<file path="src/rtl/seg_pkg.sv">
// Shared constants for the BCD/display path: FSM encodings and the
// shift-and-add-3 digit-adjust constants.
package seg_pkg;

    typedef enum logic [1:0] {
        ST_IDLE  = 2'd0,
        ST_SHIFT = 2'd1,
        ST_DONE  = 2'd2
    } state_t;

    localparam int BCD_DIGIT_W    = 4;
    localparam int BCD_ADJ_THRESH = 5;
    localparam int BCD_ADJ_ADD    = 3;

endpackage

</file>
<file path="src/rtl/bcd_add3.sv">
// Combinational double-dabble digit adjust: a digit of 5 or more gets 3 added
// so that the following left shift carries correctly into the next digit.
module bcd_add3
    import seg_pkg::*;
(
    input  logic [BCD_DIGIT_W-1:0] d,
    output logic [BCD_DIGIT_W-1:0] q
);

    assign q = (d >= BCD_DIGIT_W'(BCD_ADJ_THRESH)) ? d + BCD_DIGIT_W'(BCD_ADJ_ADD) : d;

endmodule

</file>
<file path="src/rtl/bin2bcd_seq.sv">
// Sequential binary-to-BCD converter, one bit per clock (shift-and-add-3).
// Build macro BIN2BCD_SAT_EN: saturate bcd_o to all nines on overflow.
module bin2bcd_seq
    import seg_pkg::*;
#(
    parameter int BIN_WIDTH = 14,
    parameter int DIG_WIDTH = 4
)
(
    input  logic                   clk,
    input  logic                   rst,
    input  logic                   start_i,
    input  logic [BIN_WIDTH-1:0]   bin_i,
    output logic                   busy_o,
    output logic                   done_o,
    output logic [DIG_WIDTH*4-1:0] bcd_o,
    output logic                   ovf_o
);

    localparam int SCR_DIGITS = DIG_WIDTH + 1;
    localparam int SCR_W      = SCR_DIGITS * BCD_DIGIT_W;
    localparam int OUT_W      = DIG_WIDTH * BCD_DIGIT_W;
    localparam int CNT_W      = (BIN_WIDTH > 1) ? $clog2(BIN_WIDTH) : 1;

    state_t               state_reg, state_next;
    logic [BIN_WIDTH-1:0] bin_reg, bin_next;
    logic [SCR_W-1:0]     scr_reg, scr_next, scr_adj;
    logic [CNT_W-1:0]     cnt_reg, cnt_next;
    logic [OUT_W-1:0]     bcd_reg, bcd_next;
    logic                 ovf_reg, ovf_next;
    logic                 done_reg, done_next;
    logic                 top_nonzero;

    // The extra top scratch digit only ever holds the part that does not fit.
    assign top_nonzero = (scr_reg[SCR_W-1:OUT_W] != '0);

    generate
        for (genvar gi = 0; gi < SCR_DIGITS; gi++) begin : g_adj
            bcd_add3 u_add3 (
                .d (scr_reg[gi*BCD_DIGIT_W +: BCD_DIGIT_W]),
                .q (scr_adj[gi*BCD_DIGIT_W +: BCD_DIGIT_W])
            );
        end
    endgenerate

    always_ff @(posedge clk or posedge rst) begin
        if (rst) begin
            state_reg <= ST_IDLE;
            bin_reg   <= '0;
            scr_reg   <= '0;
            cnt_reg   <= '0;
            bcd_reg   <= '0;
            ovf_reg   <= 1'b0;
            done_reg  <= 1'b0;
        end else begin
            state_reg <= state_next;
            bin_reg   <= bin_next;
            scr_reg   <= scr_next;
            cnt_reg   <= cnt_next;
            bcd_reg   <= bcd_next;
            ovf_reg   <= ovf_next;
            done_reg  <= done_next;
        end
    end

    always_comb begin
        state_next = state_reg;
        case (state_reg)
            ST_IDLE:  if (start_i) state_next = ST_SHIFT;
            ST_SHIFT: if (cnt_reg == '0) state_next = ST_DONE;
            ST_DONE:  state_next = ST_IDLE;
            default:  state_next = ST_IDLE;
        endcase
    end

    always_comb begin
        bin_next  = bin_reg;
        scr_next  = scr_reg;
        cnt_next  = cnt_reg;
        bcd_next  = bcd_reg;
        ovf_next  = ovf_reg;
        done_next = 1'b0;
        busy_o    = (state_reg != ST_IDLE);
        case (state_reg)
            ST_IDLE: begin
                if (start_i) begin
                    bin_next = bin_i;
                    scr_next = '0;
                    cnt_next = CNT_W'(BIN_WIDTH - 1);
                end
            end
            ST_SHIFT: begin
                {scr_next, bin_next} = {scr_adj, bin_reg} << 1;
                if (cnt_reg != '0) cnt_next = cnt_reg - 1'b1;
            end
            ST_DONE: begin
                done_next = 1'b1;
                ovf_next  = top_nonzero;
`ifdef BIN2BCD_SAT_EN
                bcd_next  = top_nonzero ? {DIG_WIDTH{4'h9}} : scr_reg[OUT_W-1:0];
`else
                bcd_next  = scr_reg[OUT_W-1:0];
`endif
            end
            default: ;
        endcase
    end

    assign done_o = done_reg;
    assign bcd_o  = bcd_reg;
    assign ovf_o  = ovf_reg;

endmodule

</file>
<file path="config.mk">
export PLATFORM = sky130hd
export DESIGN_NAME = bin2bcd_seq
export DESIGN_NICKNAME = d
export VERILOG_FILES = /design/src/rtl/seg_pkg.sv /design/src/rtl/bcd_add3.sv /design/src/rtl/bin2bcd_seq.sv
export SDC_FILE = /design/constraint.sdc
export NUM_CORES = 1
export LEC_CHECK = 0
export CELL_PAD_IN_SITES_DETAIL_PLACEMENT = 1
export CELL_PAD_IN_SITES_GLOBAL_PLACEMENT = 1
export CORE_ASPECT_RATIO = 1.2
export CORE_MARGIN = 2
export CORE_UTILIZATION = 30
export CTS_CLUSTER_DIAMETER = 40
export DETAILED_ROUTE_END_ITERATION = 12
export HOLD_SLACK_MARGIN = 0.12
export PLACE_DENSITY_LB_ADDON = 0.1
export SYNTH_ARGS = -nofsm -noshare
export SYNTH_HDL_FRONTEND = slang
export SYNTH_HIERARCHICAL = 1
export SYNTH_SLANG_ARGS = --single-unit
</file>
<file path="constraint.sdc">
create_clock -name clk -period 3.2 [get_ports clk]
set_input_delay 0.32 -clock clk [delete_from_list [all_inputs] [get_ports clk]]
set_output_delay 0.32 -clock clk [all_outputs]
set_load 0.01 [all_outputs]
</file>
**Yosys cells after proc, flatten, opt, wreduce, memory -nomap -nowiden**

Index checks and enable logic that the tools add are counted.

- Memory bits (writable): 0
- Bits of input ports: 17
- Memory bits (read-only): 0
- Register bits: 58
- Memories kept: 0
- Latch bits: 0

- Eq/ne operators: 5
- Bitwise gates (word level): 0
- Shifts and indexed selects: 0
- Multiplexer cells: 16
- Reduce and logical (&&, ||, !) cells: 9
- Add/subtract/negate cells: 6
- Order comparisons: 5
- Divide/modulo/power cells: 0
- $mul: 0

Operator list:

| kind | count |
|---|---|
| 20-bit case mux with 2 select lines | 1 |
| 14-bit case mux with 2 select lines | 1 |
| 4-bit 2-to-1 mux | 6 |
| 4-bit by 3-bit greater-or-equal comparator with 1-bit output, second input constant | 5 |
| 20-bit 2-to-1 mux | 1 |
| 4-bit by 2-bit adder with 4-bit output, second input constant | 4 |
| 14-bit 2-to-1 mux | 1 |
| 4-bit case mux with 2 select lines | 1 |
| 4-bit nonzero test | 2 |
| 2-bit != test, second input constant | 3 |
| 4-bit logical NOT | 1 |
| 2-bit 2-to-1 mux | 2 |
| 2-bit case mux with 2 select lines | 1 |
| 2-bit AND reduction | 2 |
| 2-bit nonzero test | 2 |
| 4-bit by 1-bit subtractor with 4-bit output, second input constant | 1 |
| 3-bit by 2-bit adder with 3-bit output, second input constant | 1 |
| 3-bit 2-to-1 mux | 1 |
| 3-bit AND reduction | 1 |
| 2-bit by 1-bit == test with 1-bit output, second input constant | 1 |
| 2-bit == test, second input constant | 1 |
| 2-bit logical NOT | 1 |
| 1-bit 2-to-1 mux | 1 |

**Logic depth before layout (Yosys ltp)**

Gate-level depths: netlist of run 1.

- Depth after elaboration: 3
- Gate-level depth with buffers: 6
- Gate-level depth less buffers: 6

**Modules after synthesis**

The synthesis of run 1 kept the hierarchy.

By module, submodules not included:

| module | cells each | instances | area an instance (um2) | sequential area each (um2) |
|---|---|---|---|---|
| bin2bcd_seq | 178 | 1 | 2,317.2 | 1,451.4 |
| bcd_add3 | 16 | 5 | 101.3 | 0.0 |

**Worst setup path before layout of run 1**

Ideal clock, no wire load.

- Kind: register to register
- Start: register cnt_reg[0]
- End: register cnt_reg[1]
- Setup slack: 1.708 ns
- Required time: 3.075 ns
- Path buffers: 0
- Arrival time: 1.367 ns
- Cell stages (with the launch flop): 6
- Period minus slack after synthesis: 1.492 ns
- Setup time: 0.125 ns
- Path through: dfrtp_1 inv_1 ha_1 nor3b_1 a21oi_1 mux2_2

- Longest elaborated chain between the ends: 3

Ends and longest elaborated chain:

| item | RTL line | RTL |
|---|---|---|
| start, declared | bin2bcd_seq.sv:28 | `logic [CNT_W-1:0] cnt_reg, cnt_next;` |
| start signal, assigned | bin2bcd_seq.sv:59 | `cnt_reg <= cnt_next;` |
| 4-bit by 1-bit subtractor with 4-bit output or 4-bit nonzero test (tied branches) | bin2bcd_seq.sv:94 | `if (cnt_reg != '0) cnt_next = cnt_reg - 1'b1;` |
| 4-bit 2-to-1 mux or 2-bit != test (tied branches) | -- |  |
| 4-bit case mux with 2 select lines or 3-bit AND reduction (tied branches) | -- |  |

Parallel ways exist; a longest one is shown, timed or not. The select of a mux whose other input is x is not followed.
A chain may end at the register's enable or synchronous reset.

**Worst setup path in the final report of run 1**

- Start: register state_reg[0]
- End: output busy_o

- Longest elaborated chain between the ends: 1

Ends and longest elaborated chain:

| item | RTL line | RTL |
|---|---|---|
| start, declared | bin2bcd_seq.sv:25 | `state_t state_reg, state_next;` |
| start signal, assigned | bin2bcd_seq.sv:56 | `state_reg <= state_next;` |
| 2-bit nonzero test | bin2bcd_seq.sv:83 | `busy_o = (state_reg != ST_IDLE);` |
| end, declared | bin2bcd_seq.sv:14 | `output logic busy_o,` |

No other way between the ends.

==> flow_summary.yaml, run 1 <==
status:
  status: "finished clean"
cells_and_area:
  multi_input_area_um2: 1240
  fillers: 1016
  drive_gt1_share_pct: 16.0
  layout.nets: 323
  seq_area_um2: 1450
  area_delta_synth_final_pct: 24.3
  diodes: 0
  largest_reg_flops: 20
cts:
  h-tree-depth: 3
  ctsHoldBuffers: 0
  cts_tree: "yes"
  cts_sinks: 58
  cts_resized: 0
  clkTransAtPathRegs_ps: 70
  cts_buffers: 9
  clock_path_buffers: 2
  clk_latency_ps: 340
  cts_root_buf: "clkbuf_8"
  postCtsSetupBuffers: 0
timing:
  max_freq_ghz: 0.516
  setup_viol: 0
  finalSetupTns_ps: 0
  slew_viol_final: 0
  slew_headroom_pct: 47.5
  worst_slew_pin_slew_ps: 783
  fin_skew_ps: 12.8
  min_period_over_period_pct: 60.6
  finalCriticalPeriod_ps: 1940
  rsz0062_at_grt: "false"
  hold_viol: 0
power_and_ir_drop:
  finalPower_mw: 3.43
  cellPowerDensity_nw_per_um2: 985
  ir_worst_vdd_mv: 0.464
  p_leak_nw: 1.61
die:
  num_rows: 38
  io_pins: 36
  start_util_pct: 30.9
  die_width_um: 92.3
  dieArea_um2: 10100
  core_area_um2: 9080
  die_y_um: 110
worst_setup_path:
  crit_family: "buffers and inverters"
  required_ps: 2880
  cp-end-kind: "output pin"
  cpPeakStageDelay_ps: 480
  start_kind: "register"
  cp_slowest_cell: "clkdlybuf4s50_1"
  crit_chain: "or2_2 > clkdlybuf4s50_1"
  cp_max_fo: 9
  arrival_ps: 1620
  critPathBufInv: 1
  critical_path_class: "register to output pin"
routing:
  drtIter0Drc: 66
  top_layer: "met4"
  wl_met3_um: 189
  ant_nets: 0
  drt-pass1-iter-count: 4
  avgViaCountPerCell: 4.71
  drt-met1-wl_um: 2680
  vias: 1977
  routed_wl_um: 5890
  wl_per_cell_um: 14.0
  drc_errors: 0
  met2_length_um: 2930
placed_design:
  port_buffers: 35
  place_congestion: 0.741
  hpwl_um: 4130
global_route:
  overflow: 0
  grt_pass1_wl_um: 9980
  grt_max_degree: 37
  grt_usage_pct: 12.7
  antenna_found_initial: 0
  grt_pass1_vias: 2160
worst_hold_path:
  hold_path.class: "input port to asynchronous set/reset pin"
yosys:
  synth_fp_nets: 282
  syn_area_per_cell_um2: 11.0
  synthCells: 254
  ys.warnings.count: 6
  synth_area_um2: 2800
job:
  cap_violations: 0
per-layer routing:
| layer | up-vias | global-route usage, % |
|---|---|---|
| li1 | 963 | - |
| met1 | 976 | 15.3 |
| met2 | 31 | 22.0 |
| met3 | 7 | 3.02 |
| met4 | 0 | 5.44 |
| met5 | - | 0 |
power breakdown:
group | internal (mW) | total [mW] | leakage (nW) | switching [mW]
registers | 1.05 | 1.33 | 0.745 | 0.284
clock network | 0.342 | 0.641 | 0.0944 | 0.299
logic | 0.782 | 1.46 | 0.776 | 0.676
total | 2.17 | 3.43 | 1.61 | 1.26
placed cells by master, fill, tap and decap left out:
master and count:
a21oi_1 4, a21oi_2 5, a22o_1 21, a22oi_1 1, and2_1 1, buf_4 6
clkbuf_8 12, clkdlybuf4s50_1 35, clkinv_2 2, clkinvlp_4 2, dfrtp_1 58, ha_1 11
inv_1 13, inv_2 1, mux2_2 17, mux2i_1 18, nand2_1 34, nand2b_1 10
nor2_1 8, nor2b_1 4, nor2b_2 1, nor3b_1 1, nor4_1 1, o211ai_1 1
o21ai_0 19, o21ai_1 4, o21bai_2 1, o31a_1 1, or2_2 1, or3_1 1
or4_1 1, xnor2_1 5
metrics by stage:
stage / instance area [um^2] / hold slack (ps) / worst slack [ps] / utilization, % / std cells
2_1_floorplan: 2800 / 449 / 1450 / - / 254
3_3_place_gp: 3290 / 470 / 1290 / 36.3 / 404
3_5_place_dp: 3290 / 474 / 1280 / 36.3 / 404
4_1_cts: 3480 / 468 / 1230 / 38.4 / 420
5_1_grt: 3480 / 516 / 1200 / 38.4 / 420
6_report: 3480 / 446 / 1260 / 38.4 / 420
layout make-up:
cell class | count | share of cell area (%)
inverters | 14 | 1.51
well taps | 120 | 4.31
flip-flops and latches | 58 | 41.7
repair buffers | 41 | 11.3
clock inverters | 4 | 0.718
multi-input cells | 171 | 35.7
clock buffers | 12 | 4.74
worst register-to-register path, delay by kind of cell (launching register included):
family	cells	cell delay, ps
and+or+nand+nor	1	460
DFF	1	400
muxes	1	300
adders and majority gates	1	210
AOI/OAI and AO/OA	1	200
buffers and inverters	1	100
worst paths after layout:
check	startpoint	endpoint	slack (ps)	cells after the start
max	state_reg[0]	busy_o	1260	2
min	rst	bcd_o[14]	450	2
max reg2reg	cnt_reg[0]	cnt_reg[1]	1420	5
min reg2reg	bin_reg[13]	bin_reg[13]	480	2
max in group asynchronous	rst	state_reg[0]	2050	3
min in group clk	bin_reg[13]	bin_reg[13]	480	2
No activity file was read; power rests on OpenSTA's default activity.
==> inputs of run 2 (changes only) <==
Clock period 3.2 ns to 1.75 ns, I/O delays scaled along.
==> run 2 against run 1 <==
Effect of this change: first-iteration DRC count is 7.6% lower; cell area is 1.4% higher; non-clock buffer count is 3 higher; cell count is 0.24% higher; wire length is 2.3% higher; flip-flop and latch count stayed put; worst hold slack worse by 220 ps; global-route usage is 0.89 points higher; combinational power is 88% higher; count of clock-buffer cells in the layout is 1 lower; register-to-register slack worse by 1300 ps; total power is 86% higher; largest cell class unchanged.
==> flow_summary.yaml, run 2 (same netlist as run 1, synthesis figures left out) <==
status:
  status: "finished clean"
cts:
  cts_buffers: 9
  cts_root_buf: "clkbuf_8"
  clock_path_buffers: 2
  h-tree-depth: 3
  cts_tree: "yes"
  ctsHoldBuffers: 0
  clkTransAtPathRegs_ps: 70
  cts_sinks: 58
  clk_latency_ps: 340
global_route:
  grt_usage_pct: 13.6
  use_met1_pct: 16.6
  grt_max_degree: 59
  met3_usage_pct: 3.70
  grt_pass1_vias: 2142
  grt_pass1_wl_um: 10700
  antenna_found_initial: 0
  overflow: 0
  use_met2_pct: 23.0
  grt.busiest_layer: "met2"
worst_setup_path:
  cp_slowest_cell: "dfrtp_1"
  cpPeakStageDelay_ps: 370
  cp_max_fo: 4
  start_kind: "register"
  r2r-end: "cnt_reg[1]"
  crit_chain: "inv_1 > ha_1 > nor3b_1 > a21oi_1 > mux2_2"
  cp-end-kind: "register"
  rrSetupSlack_ps: 160
  reg2reg_depth: 5
  r2r-start: "cnt_reg[0]"
  arrival_ps: 1810
  required_ps: 1970
  critical_path_class: "register to register"
timing:
  setup_viol: 0
  slew_viol_final: 0
  fin_skew_ps: 11.1
  min_period_over_period_pct: 90.9
  worst_slew_pin_slew_ps: 323
  slew_headroom_pct: 78.4
  rsz0062_at_grt: "false"
  finalCriticalPeriod_ps: 1590
  hold_viol: 0
  holdWs_ps: 227
  max_freq_ghz: 0.629
  finalSetupTns_ps: 0
placed_design:
  place_area_um2: 3330
  port_buffers: 35
  hpwl_um: 4030
  place_congestion: 0.731
cells_and_area:
  layout_common_cells: "56 x dfrtp_1, 34 x nand2_1, 34 x clkdlybuf4s50_1, 21 x a22o_1, 19 x o21ai_0"
  final_common_cell: "dfrtp_1"
  fin_area_um2: 3530
  drive_gt1_share_pct: 16.9
  area_delta_synth_final_pct: 26.1
  largest_reg_flops: 20
  layout.nets: 326
  diodes: 0
  fin_util_pct: 38.9
  fillers: 1007
power_and_ir_drop:
  ir_worst_vdd_mv: 0.576
  internal_power_mw: 4.11
  cellPowerDensity_nw_per_um2: 1810
  finalPower_mw: 6.40
  p_sw_share_pct: 35.8
  p_clk_share_pct: 19.2
  seqPwrFrac_pct: 37.9
  p_leak_nw: 1.64
  combPwrFrac_pct: 42.9
  net-switching-power_mw: 2.29
die:
  core_area_um2: 9080
  die_y_um: 110
  num_rows: 38
  io_pins: 36
  die_width_um: 92.3
  start_util_pct: 30.9
  dieArea_um2: 10100
routing:
  routed_wl_um: 6030
  vias: 2004
  drc_errors: 0
  drt-pass1-iter-count: 4
  drtIter0Drc: 61
  ant_nets: 0
  wl_per_cell_um: 14.3
  avgViaCountPerCell: 4.76
worst_hold_path:
  hold_path.class: "input port to asynchronous set/reset pin"
job:
  cap_violations: 0
[run 2: cell count changes in the layout (fill, tap and decap cells not counted), moves of 2 or more]
cell        previous run  this run
dfrtp_2                0         2
dfrtp_1               58        56
buf_12                 0         2
clkinvlp_4             2         0
[run 2: final cells by class]
class	instances	area [um^2]	area share [%]
flip-flops and latches	58	1450	41.1
multi-input cells	171	1240	35.2
repair buffers	44	442	12.5
clock buffers	11	151	4.28
well taps	120	150	4.25
inverters	14	52.6	1.49
clock inverters	3	40.0	1.13
[run 2: critical path: cells and delay by family (launching register included)]
kind	cells	cell delay (ps)
DFF	1	370
muxes	1	370
AOI/OAI and AO/OA	1	260
adders and majority gates	1	230
and+or+nand+nor	1	160
buffers and inverters	1	80
[run 2: routing by layer]
metal / up-vias / wire length [um]
met1: 1000 / 2810
met5: - / 0
li1: 962 / -
met3: 8 / 205
met2: 34 / 2930
met4: 0 / 84
[run 2: metrics by stage]
step                setup WS (ps)  instances
floorplan                     147        254
global placement              246        406
detailed placement            175        406
CTS                           160        421
global route                 63.7        421
finish                        160        421
[run 2: power groups by stage]
stage | clock network, mW | registers (mW) | logic [mW]
2_1_floorplan | 0 | 2.38 | 1.94
3_3_place_gp | 0 | 2.45 | 2.69
3_5_place_dp | 0 | 2.47 | 2.79
4_1_cts | 1.29 | 2.43 | 2.82
5_1_grt | 1.35 | 2.54 | 3.12
6_report | 1.23 | 2.42 | 2.74
[run 2: how the worst max path moves through the flow]
stage | from | endpoint | slack (ps) | cells past startpoint
floorplan | rst | bcd_o[0] | 150 | 1
global placement | cnt_reg[0] | cnt_reg[1] | 250 | 5
detailed placement | cnt_reg[0] | cnt_reg[1] | 170 | 5
CTS | cnt_reg[0] | cnt_reg[1] | 160 | 5
global route | cnt_reg[0] | cnt_reg[1] | 60 | 5
finish | cnt_reg[0] | cnt_reg[1] | 160 | 5
[run 2: what timing repair did]
action / in CTS / in global routing
setup buffers: 1 / 0
gates resized for setup: 3 / 0
endpoints found under the hold margin: 0 / 0
setup endpoints to repair: 1 / 0
==> inputs of run 3 (changes only) <==
Settings changed: CORE_UTILIZATION 30 to 39.
Clock period 1.75 ns to 1.3 ns, I/O delays scaled along.
==> run 3 against run 2 <==
Effect of this change: the flow now finishes with violations (setup timing); cell area up 34%; worst hold slack better by 42 ps; global-route usage up 8.3 points; largest power group unchanged.
==> flow_summary.yaml, run 3 (same netlist as run 1, synthesis figures left out) <==
worst_setup_path:
  cp.depth: 5
  crit_chain: "inv_2 > ha_4 > nor3b_4 > a21oi_2 > mux2_4"
  cpPeakStageDelay_ps: 400
  start_kind: "register"
  critical_path_class: "register to register"
  cp-end-kind: "register"
  reg2reg_depth: 5
  cp_slowest_cell: "dfrtp_1"
  cp_max_fo: 3
  critPathBufInv: 1
  crit_family: "flip-flops"
  required_ps: 1540
  arrival_ps: 1720
cts:
  cts_buffers: 9
  ctsHoldBuffers: 0
  clk_latency_ps: 350
  cts_root_buf: "clkbuf_8"
  cts_tree: "yes"
  cts_sinks: 58
  h-tree-depth: 3
  clock_path_buffers: 2
  clkTransAtPathRegs_ps: 70
timing:
  finalCriticalPeriod_ps: 1470
  max_freq_ghz: 0.678
  min_period_over_period_pct: 113
  setup_viol: 49
  slew_viol_final: 0
  worst_slew_pin_slew_ps: 470
  hold_viol: 0
  fin_skew_ps: 7.85
  rsz0062_at_grt: "true"
  slew_headroom_pct: 68.4
  timing.final.ws_setup_ps: -175
  holdWs_ps: 268
  finalSetupTns_ps: -3690
global_route:
  antenna_found_initial: 0
  grt_pass1_wl_um: 12900
  grt_pass1_vias: 2595
  grt_max_degree: 59
  overflow: 0
  grt_usage_pct: 21.9
power_and_ir_drop:
  p_sw_share_pct: 37.3
  p_clk_share_pct: 18.2
  net-switching-power_mw: 4.96
  combPwrFrac_pct: 55.7
  p_leak_nw: 2.26
  cellPowerDensity_nw_per_um2: 2800
  internal_power_mw: 8.34
  seqPwrFrac_pct: 26.1
  ir_worst_vdd_mv: 1.47
die:
  core_area_um2: 6900
  dieArea_um2: 7890
  die_y_um: 96.9
  num_rows: 33
  io_pins: 36
  die_width_um: 81.4
  start_util_pct: 40.7
cells_and_area:
  largest_reg_flops: 20
  fin_area_um2: 4750
  final_common_cell: "dfrtp_1"
  drive_gt1_share_pct: 50.0
  seq_area_um2: 1460
  multi_input_area_um2: 1720
  fin_util_pct: 68.9
  diodes: 0
  layout.nets: 383
  layout_common_cells: "55 x dfrtp_1, 39 x buf_4, 21 x a22o_1, 20 x nand2_1, 18 x dlygate4sd2_1"
  area_delta_synth_final_pct: 69.3
  fillers: 650
placed_design:
  place_congestion: 0.725
  place_area_um2: 3620
  place_ws_ps: -80.5
  hpwl_um: 4290
  port_buffers: 35
routing:
  routed_wl_um: 10500
  drtIter0Drc: 129
  drt-pass1-iter-count: 4
  ant_nets: 0
  vias: 2432
  avgViaCountPerCell: 5.44
  drc_errors: 0
  wl_per_cell_um: 23.5
status:
  violations: "setup timing"
  status: "finished with violations"
worst_hold_path:
  hold_path.class: "input port to asynchronous set/reset pin"
job:
  cap_violations: 0
==> run 3: final cells by class <==
cell class	instances	share of cell area, %
multi-input cells	171	36.2
flip-flops and latches	58	30.6
repair buffers	101	23.6
clock buffers	12	3.48
clock inverters	4	2.53
well taps	87	2.29
inverters	14	1.19
==> run 3: power by group through the flow <==
stage / clock network [mW] / logic [mW] / registers (mW)
2_1_floorplan: 0 / 2.85 / 3.23
3_3_place_gp: 0 / 4.63 / 3.20
3_5_place_dp: 0 / 4.80 / 3.24
4_1_cts: 2.40 / 5.63 / 3.26
5_1_grt: 2.51 / 7.88 / 3.55
6_report: 2.41 / 7.41 / 3.47
==> run 3: worst min-delay path: cells and delay by family <==
family	cells	cell delay, ps
buf+inv	3	890
==> run 3: path summary, 6_finish.rpt <==
path                        startpoint           to  slack [ps]
max                         cnt_reg[0]   cnt_reg[1]        -170
min                                rst   scr_reg[1]         270
max reg2reg                 cnt_reg[0]   cnt_reg[1]        -170
min reg2reg                bin_reg[12]  bin_reg[12]         490
max in group asynchronous          rst  scr_reg[16]         750
min in group clk              bin_i[2]   bin_reg[2]         460
==> run 3: routing by layer <==
metal / share of wire (%) / vias up / GRT usage (%) / wire [um]
li1: - / 1084 / - / -
met1: 41 / 1261 / 26.5 / 4310
met2: 52 / 55 / 36.4 / 5470
met3: 2.4 / 32 / 4.66 / 257
met4: 4.3 / 0 / 10.2 / 456
met5: 0 / - / 0 / 0
==> run 3: stage by stage <==
step,power (mW),cells
6_report,13.3,447
5_1_grt,13.9,447
4_1_cts,11.3,434
3_5_place_dp,8.03,403
3_3_place_gp,7.83,403
2_1_floorplan,6.08,254
==> run 3: repair_timing <==
item,4_1_cts,5_1_grt
cloned,6,5
setup buffers,9,10
resized for setup,72,86
endpoints found under the hold margin,0,0
setup endpoints to repair,69,54
pin swaps,18,28
